**src/rtl/adder_pkg.sv**
```systemverilog
// Shared definitions for the AXI-Lite adder master: register map, response
// codes and the sequencing state enumeration.
package adder_pkg;

  localparam logic [7:0] OFF_OPA = 8'h00;
  localparam logic [7:0] OFF_OPB = 8'h04;
  localparam logic [7:0] OFF_SUM = 8'h08;
  localparam logic [7:0] OFF_OVF = 8'h0C;

  localparam int RESP_OKAY = 0;

  typedef enum logic [3:0] {
    IDLE,
    WR_A,
    WR_A_RESP,
    WR_B,
    WR_B_RESP,
    RD_SUM_AR,
    RD_SUM_R,
    RD_OVF_AR,
    RD_OVF_R,
    DONE
  } state_e;

  // Every state except IDLE and DONE waits on a slave handshake.
  function automatic logic is_wait_state(state_e s);
    return !(s == IDLE || s == DONE);
  endfunction

endpackage

```
**src/rtl/axil_timeout_cnt.sv**
```systemverilog
// Counts cycles spent in the current wait state; expired flags the last
// permitted cycle so the FSM can bail out on that edge.
module axil_timeout_cnt #(
  parameter int TIMEOUT_CYCLES = 256
) (
  input  logic clk,
  input  logic rst_n,
  input  logic restart,
  input  logic run,
  output logic expired
);

  localparam int CW = $clog2(TIMEOUT_CYCLES + 1);
  localparam logic [CW-1:0] LAST = CW'(TIMEOUT_CYCLES - 1);

  logic [CW-1:0] cnt;
  logic [CW-1:0] cur;

  // restart marks the first cycle of a freshly entered state
  assign cur     = restart ? '0 : cnt;
  assign expired = run && (cur == LAST);

  always_ff @(posedge clk or negedge rst_n) begin
    if (!rst_n) begin
      cnt <= '0;
    end else if (!run) begin
      cnt <= '0;
    end else if (cur != LAST) begin
      cnt <= cur + CW'(1);
    end
  end

endmodule

```
**src/rtl/adder_master.sv**
```systemverilog
// AXI-Lite master that writes two operands to a remote adder, reads back the
// sum and overflow flag, and reports completion, errors and timeouts.
module adder_master
  import adder_pkg::*;
#(
  parameter int DATA_WIDTH     = 32,
  parameter int ADDR_WIDTH     = 8,
  parameter int RESP_WIDTH     = 3,
  parameter int TIMEOUT_CYCLES = 256
) (
  input  logic                    m1_axi_aclk,
  input  logic                    m1_axi_aresetn,
  input  logic                    start,
  input  logic [DATA_WIDTH-1:0]   op_a,
  input  logic [DATA_WIDTH-1:0]   op_b,
  output logic                    busy,
  output logic                    done,
  output logic [DATA_WIDTH-1:0]   result,
  output logic                    overflow,
  output logic                    error,
  output logic [ADDR_WIDTH-1:0]   m1_axi_awaddr,
  output logic                    m1_axi_awvalid,
  input  logic                    m1_axi_awready,
  output logic [DATA_WIDTH-1:0]   m1_axi_wdata,
  output logic [DATA_WIDTH/8-1:0] m1_axi_wstrb,
  output logic                    m1_axi_wvalid,
  input  logic                    m1_axi_wready,
  input  logic [RESP_WIDTH-1:0]   m1_axi_bresp,
  input  logic                    m1_axi_bvalid,
  output logic                    m1_axi_bready,
  output logic [ADDR_WIDTH-1:0]   m1_axi_araddr,
  output logic                    m1_axi_arvalid,
  input  logic                    m1_axi_arready,
  input  logic [DATA_WIDTH-1:0]   m1_axi_rdata,
  input  logic [RESP_WIDTH-1:0]   m1_axi_rresp,
  input  logic                    m1_axi_rvalid,
  output logic                    m1_axi_rready
);

  localparam logic [RESP_WIDTH-1:0] OKAY = RESP_WIDTH'(RESP_OKAY);

  state_e                state;
  logic                  entered;
  logic                  aw_done, w_done;
  logic                  aw_ok, w_ok;
  logic                  tmo;
  logic                  wait_st;
  logic [DATA_WIDTH-1:0] opb_q;

  // AW and W complete independently; either may finish first
  assign aw_ok        = aw_done || (m1_axi_awvalid && m1_axi_awready);
  assign w_ok         = w_done  || (m1_axi_wvalid  && m1_axi_wready);
  assign wait_st      = is_wait_state(state);
  assign m1_axi_wstrb = '1;

  axil_timeout_cnt #(.TIMEOUT_CYCLES(TIMEOUT_CYCLES)) u_tmo (
    .clk     (m1_axi_aclk),
    .rst_n   (m1_axi_aresetn),
    .restart (entered),
    .run     (wait_st),
    .expired (tmo)
  );

  always_ff @(posedge m1_axi_aclk or negedge m1_axi_aresetn) begin
    if (!m1_axi_aresetn) begin
      state          <= IDLE;
      entered        <= 1'b0;
      aw_done        <= 1'b0;
      w_done         <= 1'b0;
      opb_q          <= '0;
      busy           <= 1'b0;
      done           <= 1'b0;
      error          <= 1'b0;
      overflow       <= 1'b0;
      result         <= '0;
      m1_axi_awaddr  <= '0;
      m1_axi_awvalid <= 1'b0;
      m1_axi_wdata   <= '0;
      m1_axi_wvalid  <= 1'b0;
      m1_axi_bready  <= 1'b0;
      m1_axi_araddr  <= '0;
      m1_axi_arvalid <= 1'b0;
      m1_axi_rready  <= 1'b0;
    end else begin
      done    <= 1'b0;
      entered <= 1'b0;
      case (state)
        IDLE: if (start) begin
          opb_q          <= op_b;
          error          <= 1'b0;
          busy           <= 1'b1;
          m1_axi_awaddr  <= ADDR_WIDTH'(OFF_OPA);
          m1_axi_wdata   <= op_a;
          m1_axi_awvalid <= 1'b1;
          m1_axi_wvalid  <= 1'b1;
          state          <= WR_A;
          entered        <= 1'b1;
        end
        WR_A, WR_B: begin
          if (aw_ok && w_ok) begin
            m1_axi_awvalid <= 1'b0;
            m1_axi_wvalid  <= 1'b0;
            aw_done        <= 1'b0;
            w_done         <= 1'b0;
            m1_axi_bready  <= 1'b1;
            state          <= (state == WR_A) ? WR_A_RESP : WR_B_RESP;
            entered        <= 1'b1;
          end else if (tmo) begin
            m1_axi_awvalid <= 1'b0;
            m1_axi_wvalid  <= 1'b0;
            aw_done        <= 1'b0;
            w_done         <= 1'b0;
            error          <= 1'b1;
            state          <= DONE;
          end else begin
            if (m1_axi_awvalid && m1_axi_awready) begin
              m1_axi_awvalid <= 1'b0;
              aw_done        <= 1'b1;
            end
            if (m1_axi_wvalid && m1_axi_wready) begin
              m1_axi_wvalid <= 1'b0;
              w_done        <= 1'b1;
            end
          end
        end
        WR_A_RESP, WR_B_RESP: begin
          if (m1_axi_bvalid) begin
            m1_axi_bready <= 1'b0;
            entered       <= 1'b1;
            if (m1_axi_bresp != OKAY) begin
              error <= 1'b1;
              state <= DONE;
            end else if (state == WR_A_RESP) begin
              m1_axi_awaddr  <= ADDR_WIDTH'(OFF_OPB);
              m1_axi_wdata   <= opb_q;
              m1_axi_awvalid <= 1'b1;
              m1_axi_wvalid  <= 1'b1;
              state          <= WR_B;
            end else begin
              m1_axi_araddr  <= ADDR_WIDTH'(OFF_SUM);
              m1_axi_arvalid <= 1'b1;
              state          <= RD_SUM_AR;
            end
          end else if (tmo) begin
            m1_axi_bready <= 1'b0;
            error         <= 1'b1;
            state         <= DONE;
          end
        end
        RD_SUM_AR, RD_OVF_AR: begin
          if (m1_axi_arready) begin
            m1_axi_arvalid <= 1'b0;
            m1_axi_rready  <= 1'b1;
            state          <= (state == RD_SUM_AR) ? RD_SUM_R : RD_OVF_R;
            entered        <= 1'b1;
          end else if (tmo) begin
            m1_axi_arvalid <= 1'b0;
            error          <= 1'b1;
            state          <= DONE;
          end
        end
        RD_SUM_R, RD_OVF_R: begin
          if (m1_axi_rvalid) begin
            m1_axi_rready <= 1'b0;
            entered       <= 1'b1;
            if (m1_axi_rresp != OKAY) begin
              error <= 1'b1;
              state <= DONE;
            end else if (state == RD_SUM_R) begin
              result         <= m1_axi_rdata;
              m1_axi_araddr  <= ADDR_WIDTH'(OFF_OVF);
              m1_axi_arvalid <= 1'b1;
              state          <= RD_OVF_AR;
            end else begin
              overflow <= m1_axi_rdata[0];
              state    <= DONE;
            end
          end else if (tmo) begin
            m1_axi_rready <= 1'b0;
            error         <= 1'b1;
            state         <= DONE;
          end
        end
        DONE: begin
          done  <= 1'b1;
          busy  <= 1'b0;
          state <= IDLE;
        end
        default: state <= IDLE;
      endcase
    end
  end

endmodule

```
**config.mk**
```make
export PLATFORM = sky130hd
export DESIGN_NAME = adder_master
export DESIGN_NICKNAME = d
export VERILOG_FILES = /design/src/rtl/adder_pkg.sv /design/src/rtl/axil_timeout_cnt.sv /design/src/rtl/adder_master.sv
export SDC_FILE = /design/constraint.sdc
export NUM_CORES = 1
export LEC_CHECK = 0
export BUFFER_PORTS_ARGS = -buffer_cell sky130_fd_sc_hd__buf_2
export CAP_MARGIN = 25
export CORE_MARGIN = 2
export CORE_UTILIZATION = 50
export CTS_CLUSTER_DIAMETER = 200
export DETAILED_ROUTE_END_ITERATION = 10
export PLACE_DENSITY = 0.8
export SETUP_SLACK_MARGIN = 0.1
export SLEW_MARGIN = 20
export SYNTH_ARGS = -nofsm -noshare
export SYNTH_HDL_FRONTEND = slang
export SYNTH_SLANG_ARGS = --single-unit
```
**constraint.sdc**
```tcl
create_clock -name m1_axi_aclk -period 3.07 [get_ports m1_axi_aclk]
set_input_delay 0.1535 -clock m1_axi_aclk [delete_from_list [all_inputs] [get_ports m1_axi_aclk]]
set_output_delay 0.1535 -clock m1_axi_aclk [all_outputs]
set_load 0.02 [all_outputs]
```
* After elaboration in Yosys (flattened, before gate mapping) *
Cells that the tools add are included.

operators by class
  add/sub/neg operators = 1
  multipliers = 0
  div/mod/pow operators = 0
  order comparisons = 0
  equal/unequal tests = 30
  shift operators = 0
  mux-type cells = 83
  bitwise logic cells = 2
  reduce and logical (&&, ||, !) cells = 40

operator list
  operator                                        count
  two-way mux 32 bit                              4
  two-way mux 8 bit                               10
  case mux 32 bit (2 select lines)                1
  two-way mux 1 bit                               42
  two-way mux 4 bit                               10
  case mux 8 bit (2 select lines)                 2
  two-way mux 9 bit                               3
  != test 2 bit (second input constant)           12
  case mux 4 bit (5 select lines)                 1
  AND reduction 6 bit                             3
  nonzero test 3 bit                              6
  == test 4 x 3 -> 1 bit (second input constant)  4
  != test 3 bit (second input constant)           5
  nonzero test 2 bit                              6
  case mux 1 bit (5 select lines)                 2
  adder 9 x 1 -> 9 bit (second input constant)    1
  == test 9 x 8 -> 1 bit (second input constant)  1
  != test 9 x 8 -> 1 bit (second input constant)  1
  case mux 1 bit (3 select lines)                 3
  == test 4 x 2 -> 1 bit (second input constant)  2
  == test 4 bit (second input constant)           2
  != test 4 bit (second input constant)           2
  AND reduction 2 bit                             4
  AND reduction 4 bit                             2
  14 further kinds                                27

word-level totals
  bits in registers = 137
  latch bits = 0
  bits in writable memories = 0
  ROM bits = 0
  output and inout port bits = 93
  word-level logic and storage cells = 175
  memories kept = 0

* Depth between registers and ports, before layout *
  depth in word-level cells = 7
  gate-level depth with buffers = 11
  mapped depth without buffers = 11

* Cells and area by module *
A second synthesis with hierarchy kept.

second synthesis, totals
  cells, all modules = 500
  area, all modules = 5,728.0 um^2

modules (own cells, without submodules)
  module            instances  cells an instance  area each (um^2)  seq. area each (um^2)
  adder_master      1          435                5,176.2           2,877.8
  axil_timeout_cnt  1          65                 551.8             225.2

* Least setup slack after synthesis *
Ideal clock, no wire load.

  kind = reg-to-reg
  start = reg entered
  end = reg state[1]
  arrival time = 2.246 ns
  required time = 2.944 ns
  slack = 0.698 ns
  stages on the path, launching flop included = 12
  path buffers = 0
  cells stage by stage = dfrtp_1 -> nor2b_1 -> ha_1 -> and3_1 -> nand3_1 -> nor3_1 -> ha_1 -> inv_1 -> nand2_1 -> mux2i_1 -> a32o_1 -> a311o_1

between the ends
  longest elaborated chain between the ends = 6
  elaborated cells between the ends (all ways) = 9
  those cells by class = eq/ne: 1; mux: 7; reduce/logical: 1

RTL lines
  item                                  line                    text
  start: declaration                    adder_master.sv:43      logic entered;
  start signal: assignment              adder_master.sv:67      entered <= 1'b0;
  start signal: assignment              adder_master.sv:86      entered <= 1'b0;
  start signal: assignment              adder_master.sv:97      entered <= 1'b1;
  two-way mux 9 bit *                   axil_timeout_cnt.sv:20  assign cur = restart ? '0 : cnt;
  == test 9 x 8 -> 1 bit *              axil_timeout_cnt.sv:21  assign expired = run && (cur == LAST);
  logical AND 1 bit *                   axil_timeout_cnt.sv:21
  two-way mux 4 bit *                   --
  two-way mux 4 bit (on tied branches)  --
  case mux 4 bit (5 select lines) *     --
  end signal: assignment                adder_master.sv:106     state <= (state == WR_A) ? WR_A_RESP : WR_B_RESP;
  end signal: assignment                adder_master.sv:154     state <= (state == RD_SUM_AR) ? RD_SUM_R : RD_OVF_R;
  end: declaration                      adder_master.sv:42      state_e state;

Mark *: on every way between the ends. The rest lies on a longest branch, timed or not.
A chain may end at the register's enable or synchronous reset.

* Worst setup path in the final report *
Ends and elaborated chain as after synthesis.

==> metrics.txt <==
# TYPE chip_impl_metric gauge
chip_impl_info{name="synth_ff_type",value="sky130_fd_sc_hd__dfrtp_1"} 1
chip_impl_metric{name="max_cap_violations",unit=""} 0
chip_impl_metric{name="synth_edf_count",unit=""} 0
chip_impl_metric{name="worst_slew_margin_rel",unit=""} 0.510
chip_impl_metric{name="fmaxAchievable",unit="MHz"} 375
chip_impl_metric{name="io_pins",unit=""} 203
chip_impl_metric{name="drt-total-wl",unit="um"} 15100
chip_impl_metric{name="cellLeakagePower",unit="nW"} 4.22
chip_impl_metric{name="die-area",unit="sq um"} 12500
chip_impl_metric{name="tightest_slew",unit="ps"} 735
chip_impl_metric{name="dieWidth",unit="um"} 112
chip_impl_metric{name="fin_worst_skew",unit="ps"} 7.78
chip_impl_metric{name="antenna-diode-count",unit=""} 0
chip_impl_metric{name="num_rows",unit=""} 39
chip_impl_metric{name="report.final.slew_viol_count",unit=""} 0
chip_impl_metric{name="layoutNonFillerInstCount",unit=""} 964
chip_impl_metric{name="gr-total-overflow",unit=""} 0
chip_impl_info{name="critical-path-top-cell-by-count",value="sky130_fd_sc_hd__ha_1"} 1
chip_impl_metric{name="synth_warn",unit=""} 0
chip_impl_metric{name="yosys.area.top_type_share",unit=""} 0.536
chip_impl_info{name="crit_path_kind",value="reg -> reg"} 1
chip_impl_metric{name="cts.sink_count",unit=""} 124
chip_impl_info{name="critPathTopFamily",value="simple AND/OR/NAND/NOR gates"} 1
chip_impl_metric{name="cp_data_arrival_time",unit="ps"} 2960
chip_impl_info{name="worstReg2RegStart",value="entered$_DFF_PN0_"} 1
chip_impl_info{name="rsz0062_at_grt",value="false"} 1
chip_impl_metric{name="avgSynthCellArea",unit="sq um"} 10.3
chip_impl_info{name="cts.root.buffer_cell",value="sky130_fd_sc_hd__clkbuf_16"} 1
chip_impl_metric{name="ys_async_sr_fraction",unit=""} 1.00
chip_impl_info{name="regToRegEndpoint",value="state[1]$_DFFE_PN0N_"} 1
chip_impl_metric{name="detailedPlacementHpwl",unit="um"} 9660
chip_impl_metric{name="layout.nets",unit=""} 920
chip_impl_info{name="worst_hold_path.endpoint",value="m1_axi_wvalid$_DFFE_PN0P_"} 1
chip_impl_metric{name="ctsLongestPathBuffers",unit=""} 2
chip_impl_metric{name="ir_worst_vdd",unit="mV"} 0.613
chip_impl_metric{name="finalCriticalPeriod",unit="ps"} 2670
chip_impl_metric{name="dieHeight",unit="um"} 112
chip_impl_metric{name="first_iter_violations",unit=""} 300
chip_impl_metric{name="critical_path.max_stage_delay",unit="ps"} 430
chip_impl_metric{name="critical_path_peak_fanout",unit=""} 7
chip_impl_metric{name="synth_sequential_area_ratio",unit=""} 0.536
chip_impl_metric{name="globalRouteTotalUtil",unit=""} 0.250
chip_impl_metric{name="core_area",unit="sq um"} 11400
chip_impl_info{name="endpoint_kind",value="flop"} 1
chip_impl_metric{name="timing.hold.worst_path_depth",unit=""} 3
chip_impl_info{name="startpoint_types",value="flop"} 1
chip_impl_metric{name="via_count_of_the_first_global_routing_pass",unit=""} 5254
chip_impl_metric{name="area_growth_syn_to_layout",unit="%"} 37.9
chip_impl_info{name="ys_top_cells_by_count",value="sky130_fd_sc_hd__dfrtp_1 (124), sky130_fd_sc_hd__nand2_1 (115), sky130_fd_sc_hd__nor2_1 (50)"} 1
chip_impl_metric{name="worst-path-buf-inv",unit=""} 1
chip_impl_metric{name="cell_area_after_layout",unit="sq um"} 7990
chip_impl_metric{name="placement.io_buffers",unit=""} 185
chip_impl_metric{name="final_core_utilization",unit=""} 0.703
chip_impl_info{name="cp_cell_sequence",value="nor2b_1, ha_1, and3_1, nand3_1, nor3_1, ha_1, inv_1, nand2_1, mux2i_1, a32o_1, a311o_1"} 1
chip_impl_metric{name="setup_viol",unit=""} 0
chip_impl_metric{name="route.detailed.vias_per_inst",unit=""} 5.26
chip_impl_metric{name="drt_pass1_iterations",unit=""} 5
chip_impl_metric{name="clkLatencyLatePin",unit="ps"} 410
chip_impl_info{name="tritoncts",value="done"} 1
chip_impl_metric{name="cts_max_level",unit=""} 4
chip_impl_metric{name="cts.reportedPaths.clkPinSlew",unit="ps"} 50
chip_impl_metric{name="cts_setup_buffers",unit=""} 0
chip_impl_metric{name="post_dp_cell_area",unit="sq um"} 6770
chip_impl_metric{name="antenna_found_initial",unit=""} 0
chip_impl_metric{name="final_layout_size_suffix_gt1_frac",unit=""} 0.331
chip_impl_metric{name="grt_start_max_net_pins",unit=""} 80
chip_impl_metric{name="drc_errors",unit=""} 0
chip_impl_metric{name="fin_crit_sh",unit=""} 0.869
chip_impl_info{name="crit_path_top_delay_cell",value="sky130_fd_sc_hd__dfrtp_1"} 1
chip_impl_info{name="worst_hold_path_type",value="in -> reg"} 1
chip_impl_metric{name="vias",unit=""} 5074
chip_impl_info{name="yosysMostFrequentCell",value="sky130_fd_sc_hd__dfrtp_1"} 1
chip_impl_metric{name="cts_inserted_buffers",unit=""} 17
chip_impl_metric{name="place_congestion",unit=""} 0.933
chip_impl_metric{name="synthesis.instances",unit=""} 563
chip_impl_metric{name="final_antenna_net_count",unit=""} 0
chip_impl_info{name="netlist.top_cell.by_area",value="sky130_fd_sc_hd__dfrtp_1"} 1
chip_impl_metric{name="power.density",unit="nW/um^2"} 878
chip_impl_info{name="synth.area.top_cells",value="sky130_fd_sc_hd__dfrtp_1 (54%), sky130_fd_sc_hd__nand2_1 (7.5%), sky130_fd_sc_hd__mux2_2 (7.0%)"} 1
chip_impl_metric{name="ys_ff_latch",unit=""} 124
chip_impl_metric{name="placed_cells",unit=""} 867
chip_impl_metric{name="grt_first_pass_wirelength",unit="um"} 24700
chip_impl_metric{name="setup.reg_to_reg.worst_slack",unit="ps"} 400
chip_impl_metric{name="setup-tns-final",unit="ps"} 0
chip_impl_metric{name="detail_route.wl_per_cell",unit="um"} 15.7
chip_impl_info{name="min-delay-start",value="m1_axi_wready"} 1
chip_impl_metric{name="crit_required",unit="ps"} 3360
chip_impl_metric{name="starting_density_of_the_core",unit=""} 0.509
chip_impl_info{name="outcome",value="completed"} 1
chip_impl_metric{name="ys_types",unit=""} 56
chip_impl_metric{name="netlist_area",unit="sq um"} 5790
chip_impl_metric{name="endpoints_failing_hold",unit=""} 0
chip_impl_metric{name="r2r.worst_path.cells",unit=""} 11
==> layout by cell type, fill, tap and decap left out, types with 2 or more instances in the layout <==
master,count
sky130_fd_sc_hd__conb_1,17
sky130_fd_sc_hd__nor2_1,50
sky130_fd_sc_hd__buf_2,184
sky130_fd_sc_hd__a21oi_2,10
sky130_fd_sc_hd__nand2_1,115
sky130_fd_sc_hd__a211oi_1,2
sky130_fd_sc_hd__nand3b_1,2
sky130_fd_sc_hd__mux2i_1,35
sky130_fd_sc_hd__buf_12,2
sky130_fd_sc_hd__dlygate4sd3_1,65
sky130_fd_sc_hd__a21o_1,3
sky130_fd_sc_hd__clkbuf_1,7
sky130_fd_sc_hd__o22ai_1,2
sky130_fd_sc_hd__xor2_1,4
sky130_fd_sc_hd__clkbuf_16,17
sky130_fd_sc_hd__dfrtp_1,124
sky130_fd_sc_hd__o31ai_1,2
sky130_fd_sc_hd__nor3b_1,3
sky130_fd_sc_hd__inv_1,5
sky130_fd_sc_hd__o21a_1,2
sky130_fd_sc_hd__clkbuf_8,2
sky130_fd_sc_hd__mux2_2,36
sky130_fd_sc_hd__nand3_1,9
sky130_fd_sc_hd__o21ai_0,18
sky130_fd_sc_hd__buf_4,8
sky130_fd_sc_hd__nor2b_1,6
sky130_fd_sc_hd__a21oi_1,36
sky130_fd_sc_hd__and3_1,3
sky130_fd_sc_hd__or2_1,2
sky130_fd_sc_hd__nor4b_1,2
sky130_fd_sc_hd__or3b_1,2
sky130_fd_sc_hd__clkinv_2,2
sky130_fd_sc_hd__a32o_1,2
sky130_fd_sc_hd__nand2b_1,3
sky130_fd_sc_hd__a31oi_1,5
sky130_fd_sc_hd__nor3_1,6
sky130_fd_sc_hd__bufinv_16,2
sky130_fd_sc_hd__ha_1,2
==> layer usage <==
layer  up-vias  part of all wire  track usage
li1       2383                 -            -
met1      2379              0.39        0.281
met2       269              0.50        0.434
met3        43             0.080       0.0719
met4         0             0.032        0.123
met5         -                 0            0
==> repair_timing <==
action,CTS,global route
endpoints found under the hold margin,141,0
gates resized for setup,0,0
hold buffers,65,0
==> flip-flops by register name, summed over array words and instances, names as in the netlist, 2 cells and up <==
| signal | cells |
|---|---|
| m1_axi_araddr | 2 |
| u_tmo.cnt | 9 |
| opb_q | 32 |
| m1_axi_wdata | 32 |
| state | 4 |
| result | 32 |
==> area by class of cell <==
type,instances,area (sq um)
clock buffer,26,479
clock inverter,6,86.3
fill,812,3380
inverter,5,18.8
multi-input combinational,400,2440
sequential,124,3100
tap,143,179
timing repair buffer,260,1680
==> worst reg2reg max path, cell delays in order, from the launching register on <==
cell,delay [ps]
sky130_fd_sc_hd__dfrtp_1,430
sky130_fd_sc_hd__nor2b_1,180
sky130_fd_sc_hd__ha_1,230
sky130_fd_sc_hd__and3_1,190
sky130_fd_sc_hd__nand3_1,110
sky130_fd_sc_hd__nor3_1,210
sky130_fd_sc_hd__ha_1,310
sky130_fd_sc_hd__inv_1,160
sky130_fd_sc_hd__nand2_1,100
sky130_fd_sc_hd__mux2i_1,60
sky130_fd_sc_hd__a32o_1,250
sky130_fd_sc_hd__a311o_1,310
==> cell families after synthesis <==
| logic type | Yosys count | synth area share |
|---|---|---|
| AOI/OAI and AO/OA | 97 | 0.107 |
| xor gates and xnor gates | 4 | 0.00605 |
| adders and majority gates | 2 | 0.00432 |
| buffers and inverters | 54 | 0.0544 |
| DFF | 124 | 0.536 |
| muxes | 71 | 0.130 |
| other | 2 | 0.00130 |
| and+or+nand+nor | 209 | 0.160 |
==> worst max-delay path by stage <==
stage                       from                        to  slack, ps  cells after the start
3_3_place_gp   entered$_DFF_PN0_      state[1]$_DFFE_PN0N_        540                     11
3_5_place_dp   entered$_DFF_PN0_      state[1]$_DFFE_PN0N_        440                     11
6_report       entered$_DFF_PN0_      state[1]$_DFFE_PN0N_        400                     11
5_1_grt        entered$_DFF_PN0_  u_tmo.cnt[5]$_DFFE_PN0N_        180                     11
2_1_floorplan  entered$_DFF_PN0_      state[1]$_DFFE_PN0N_        700                     11
4_1_cts        entered$_DFF_PN0_      state[1]$_DFFE_PN0N_        420                     11
==> report_power, final <==
group          total [mW]  internal [mW]  switching, mW
registers            2.59           2.19          0.393
logic                2.52          0.970           1.55
clock network        1.90           1.24          0.668
total                7.01           4.40           2.62
==> through the flow <==
stage               hold WS (ps)  worst slack, ps  power [mW]
detailed placement           347              438        5.03
CTS                         30.1              421        7.03
finish                      52.0              404        7.01
global placement             342              538        4.92
global route                50.4              181        7.45
floorplan                   -142              698        4.26
Power figures use the tool's default switching activity.
